File: src/rtl/posit_pkg.sv
// Shared constants and FSM encoding for the 32-bit, es=3 posit encoder.
package posit_pkg;

    localparam int N  = 32;
    localparam int ES = 3;

    localparam logic [N-1:0] NAR    = 32'h8000_0000;
    localparam logic [N-1:0] MAXPOS = 32'h7FFF_FFFF;
    localparam logic [N-1:0] MINPOS = 32'h0000_0001;

    typedef enum logic [2:0] {
        IDLE    = 3'd0,
        CAPTURE = 3'd1,
        BUILD   = 3'd2,
        NEGATE  = 3'd3,
        HOLD    = 3'd4
    } posit_state_e;

endpackage

File: src/rtl/posit_regime_pack.sv
// Combinational assembly of the 31-bit posit body: regime run, terminator,
// exponent and fraction, with saturation to maxpos/minpos.
module posit_regime_pack
    import posit_pkg::*;
(
    input  logic [5:0]    k,
    input  logic [ES-1:0] exp_f,
    input  logic [N-1:0]  mant,
    output logic [N-2:0]  body
);

    logic       fill;
    logic [5:0] run;
    logic [67:0] w;
    logic [67:0] shifted;

    // The run of fill bits sits above a terminator; shifting the whole string
    // right by (5 + run) leaves exactly the top 31 bits of the body.
    always_comb begin
        fill    = ~k[5];
        run     = k[5] ? (6'd0 - k) : (k + 6'd1);
        w       = {{32{fill}}, ~fill, exp_f, mant};
        shifted = w >> (7'd5 + {1'b0, run});
        body    = shifted[N-2:0];
        if (!k[5] && (k >= 6'd30)) begin
            body = MAXPOS[N-2:0];
        end else if (k[5] && (k <= 6'd33)) begin
            body = MINPOS[N-2:0];
        end
    end

endmodule

File: src/rtl/posit_encoder.sv
// Sequential posit encoder: captures a rounded result, builds the body,
// applies sign/special cases and holds the word until acknowledged.
module posit_encoder
    import posit_pkg::*;
#(
    parameter int N  = 32,
    parameter int ES = 3
) (
    input  logic          clk,
    input  logic          rst_n,
    input  logic          in_done,
    input  logic [N-1:0]  mantissa_in,
    input  logic [5:0]    k_in,
    input  logic [ES-1:0] exp_in,
    input  logic          sign_in,
    input  logic          zero_in,
    input  logic          nar_in,
    output logic          recieved,
    output logic [N-1:0]  posit_out,
    output logic          out_valid,
    input  logic          out_ack
);

    posit_state_e  state_q, state_d;
    logic [5:0]    k_q, k_d;
    logic [ES-1:0] exp_q, exp_d;
    logic [N-1:0]  mant_q, mant_d;
    logic          sign_q, sign_d;
    logic          zero_q, zero_d;
    logic          nar_q, nar_d;
    logic [N-2:0]  body_q, body_d;
    logic [N-1:0]  posit_out_q, posit_out_d;
    logic [N-2:0]  body_w;
    logic [N-1:0]  word_w;

    posit_regime_pack u_pack (
        .k     (k_q),
        .exp_f (exp_q),
        .mant  (mant_q),
        .body  (body_w)
    );

    // NaR outranks zero; both outrank the signed body.
    always_comb begin
        word_w = {1'b0, body_q};
        if (nar_q) begin
            word_w = NAR;
        end else if (zero_q) begin
            word_w = '0;
        end else if (sign_q) begin
            word_w = {N{1'b0}} - {1'b0, body_q};
        end
    end

    always_comb begin
        state_d     = state_q;
        k_d         = k_q;
        exp_d       = exp_q;
        mant_d      = mant_q;
        sign_d      = sign_q;
        zero_d      = zero_q;
        nar_d       = nar_q;
        body_d      = body_q;
        posit_out_d = posit_out_q;
        case (state_q)
            IDLE: begin
                if (in_done) state_d = CAPTURE;
            end
            CAPTURE: begin
                state_d = BUILD;
                k_d     = k_in;
                exp_d   = exp_in;
                mant_d  = mantissa_in;
                sign_d  = sign_in;
                zero_d  = zero_in;
                nar_d   = nar_in;
            end
            BUILD: begin
                state_d = NEGATE;
                body_d  = body_w;
            end
            NEGATE: begin
                state_d     = HOLD;
                posit_out_d = word_w;
            end
            HOLD: begin
                if (out_ack) state_d = IDLE;
            end
            default: state_d = IDLE;
        endcase
    end

    always_ff @(posedge clk or negedge rst_n) begin
        if (!rst_n) begin
            state_q     <= IDLE;
            k_q         <= '0;
            exp_q       <= '0;
            mant_q      <= '0;
            sign_q      <= 1'b0;
            zero_q      <= 1'b0;
            nar_q       <= 1'b0;
            body_q      <= '0;
            posit_out_q <= '0;
        end else begin
            state_q     <= state_d;
            k_q         <= k_d;
            exp_q       <= exp_d;
            mant_q      <= mant_d;
            sign_q      <= sign_d;
            zero_q      <= zero_d;
            nar_q       <= nar_d;
            body_q      <= body_d;
            posit_out_q <= posit_out_d;
        end
    end

    assign recieved  = (state_q == CAPTURE);
    assign out_valid = (state_q == HOLD);
    assign posit_out = posit_out_q;

endmodule

File: config.mk
export PLATFORM = sky130hd
export DESIGN_NAME = posit_encoder
export DESIGN_NICKNAME = d
export VERILOG_FILES = /design/src/rtl/posit_pkg.sv /design/src/rtl/posit_regime_pack.sv /design/src/rtl/posit_encoder.sv
export SDC_FILE = /design/constraint.sdc
export NUM_CORES = 1
export LEC_CHECK = 0
export ABC_AREA = 1
export BUFFER_PORTS_ARGS = -buffer_cell sky130_fd_sc_hd__buf_4
export CAP_MARGIN = 20
export CORE_MARGIN = 2
export CORE_UTILIZATION = 36
export CTS_CLUSTER_SIZE = 16
export DETAILED_ROUTE_END_ITERATION = 10
export PLACE_DENSITY = 0.6
export SYNTH_ARGS = -nofsm -noshare
export SYNTH_HDL_FRONTEND = slang
export SYNTH_SLANG_ARGS = --single-unit
File: constraint.sdc
create_clock -name clk -period 2.8 [get_ports clk]
set_clock_uncertainty 0.1 [all_clocks]
set_input_delay 0.42 -clock clk [delete_from_list [all_inputs] [get_ports clk]]
set_output_delay 0.42 -clock clk [all_outputs]
set_load 0.02 [all_outputs]
==> out/metrics.cfg <==
[outcome]
status=complete, no violations

[worst_setup_path]
critPathLaunch=k_q[1]$_DFFE_PN0P_
endpoint_kind=flop
cpMostUsedCell=nand3_1
crit_chain=inv_1 -> ha_1 -> nand2_2 -> nand2_1 -> nand2_4 -> nand2_4 -> inv_2 -> nand2_1 -> nand3_1 -> nand3_1 -> nand3_1 -> nand3_1 -> nand2_1 -> inv_1
path_class=reg -> reg
required_ns=2.96
cp.depth=14
worst-path-max-fanout=18
start_kind=flop
path_buf_inv=3
cp-endpoint=body_q[0]$_DFFE_PN0N_
max_stage_delay_ns=0.51
reg2reg_to=body_q[0]$_DFFE_PN0N_
r2r_cells=14
cp_top_family=simple AND/OR/NAND/NOR gates
cp_data_arrival_time_ns=2.68
r2r-start=k_q[1]$_DFFE_PN0P_
r2r_setup_slack_ns=0.28
slowest_stage=dfrtp_1

[logic_synthesis]
seq_area_frac_synth=0.365
ys.flop_type=dfrtp_1
synth.most_common_cell=nand2_1
syn_inst=1124
synth.avg_cell_area_um2=6.40
synth_top_area_share=0.365
synth_warnings=0
syn_area_mm2=0.00720
synth.distinct_cells=39
synthArstFlopShare=1.00
synth-edff-count=0
synth_seq_cells=105
yosys-top-cells-area=dfrtp_1 37%, nand2_1 26%, nand3_1 10%
synthTopCellsByCount=500 x nand2_1, 146 x nand3_1, 105 x dfrtp_1
synth.largest_area_cell=dfrtp_1
syn-num-nets=1178

[route]
vias_per_cell=4.94
route.top_layer_used=met4
wl_per_cell_um=13.8
dr.pass1.iters=5
drcViolationCount=0
routed-wl-met3_um=826
met1_length_um=9590
vias=7130
drt_iter0_markers=476
antenna_left=0
drt_wl_total_um=19900
route.met2.wl_um=9170

[floorplanning]
io_pins=82
fp.dieW_um=145
die_area_mm2=0.0211
start_util=0.369
rows=51
dieHeight_um=145
core-area_mm2=0.0195

[sta]
finalHoldViolCount=0
setup_tns_ns=0
tightestPinTransition_ns=0.870
post-route-period-util=0.898
fmax_mhz=398
fin_crit_ns=2.52
setup_viol=0
hold_slack_ns=0.150
relSlewSlack=0.419
rsz0062_at_grt=false
slew_viol_final=0
setup_slack_ns=0.284

[cells_and_area]
syn_to_final_growth_pct=15.1
n_antenna_cell=0
fin_area_mm2=0.00828
drive_gt1_frac=0.128
nets=1229

[clocking]
clockBufferDepth=2
clock_latency_ns=0.37
cts-root-buf=clkbuf_16
cts_tree=yes
cts-buffers-inserted=9
path_clk_slew_ns=0.07
clock_sinks=105
post_cts_buffers=0
cts_max_level=3

[global_routing]
grt_pass1_wl_um=33100
antenna_found_initial=0
grt_max_degree=44
grt_use_total=0.191
grt_pass1_vias=6591
grt-ovfl-total=0

[place]
dp_hpwl_um=14700
portBuffers=76
dpl_worst_slack_ns=0.270
postPlaceCellArea_mm2=0.00799
gp_congestion=0.927

[run]
maxCapViolations=0

[worst_hold_path]
hold_path_class=in -> reg

[cells by family after synthesis]
group           count (synthesis)  share of synthesized area
xor+xnor                        1                    0.00122
compound gates                121                     0.0937
buf+inv                       125                     0.0800
simple gates                  766                      0.449
flops                         105                      0.365
fa+ha+maj                       6                     0.0104
[flip-flops by register name, summed over array words and instances (netlist names), 3 cells and up]
register and flops:
posit_out 32, body_q 31, mant_q 27, k_q 6, exp_q 3, state_q 3
[per-layer routing]
layer  GRT usage  up-vias
met3      0.0364       20
met2       0.309      145
li1            -     3701
met4      0.0485        0
met5           0        -
met1       0.264     3264
[worst reg2reg max path, stage by stage (launching register included)]
cell,delay (ns)
dfrtp_1,0.51
inv_1,0.13
ha_1,0.26
nand2_2,0.10
nand2_1,0.09
nand2_4,0.21
nand2_4,0.09
inv_2,0.22
nand2_1,0.11
nand3_1,0.12
nand3_1,0.09
nand3_1,0.10
nand3_1,0.16
nand2_1,0.10
inv_1,0.04
[timing repair]
action	CTS	global route
hold buffers	1	0
endpoints found under the hold margin	37	0
endpoints found under the setup margin	0	1
gates resized for setup	0	1
[cell usage in the layout (no fill, tap or decap), types with 3 or more instances in the layout]
master       n
inv_1       56
dfrtp_1    105
nand4_1      7
buf_4       95
o21ai_1      6
ha_1         6
inv_2        5
o21ai_0     49
clkbuf_16    9
buf_12       3
nand2_4      6
nand3_1    146
nand2_1    500
nand2_2      3
o31ai_1      6
nand3_2     10
nor3_1       7
nor2_1      76
a21oi_1     50
[layout make-up]
class / instances / area, um2
fill: 2210 / 11200
multi-input combinational: 894 / 4000
sequential: 105 / 2630
timing repair buffer: 100 / 795
tap: 265 / 332
inverter: 65 / 249
clock buffer: 9 / 225
clock inverter: 6 / 52.6
[metrics by stage]
| stage | util | cells |
|---|---|---|
| after floorplan | - | 1124 |
| after global placement | 0.409 | 1428 |
| after detailed placement | 0.409 | 1428 |
| after CTS | 0.424 | 1444 |
| after global routing | 0.424 | 1444 |
| final | 0.424 | 1444 |
[how the worst min path moves through the flow]
stage	to	depth (start not counted)	from	slack (ns)
floorplan	body_q[0]$_DFFE_PN0N_	0	rst_n	0.02
global placement	posit_out[2]$_DFFE_PN0P_	1	rst_n	0.33
detailed placement	posit_out[0]$_DFFE_PN0P_	1	rst_n	0.33
CTS	mant_q[7]$_DFFE_PN0P_	3	mantissa_in[7]	0.14
global route	mant_q[6]$_DFFE_PN0P_	3	mantissa_in[6]	0.15
finish	mant_q[7]$_DFFE_PN0P_	3	mantissa_in[7]	0.15
Power is not shown: default switching activity piles up to over one toggle a cycle in this logic, so the estimate is an artifact.
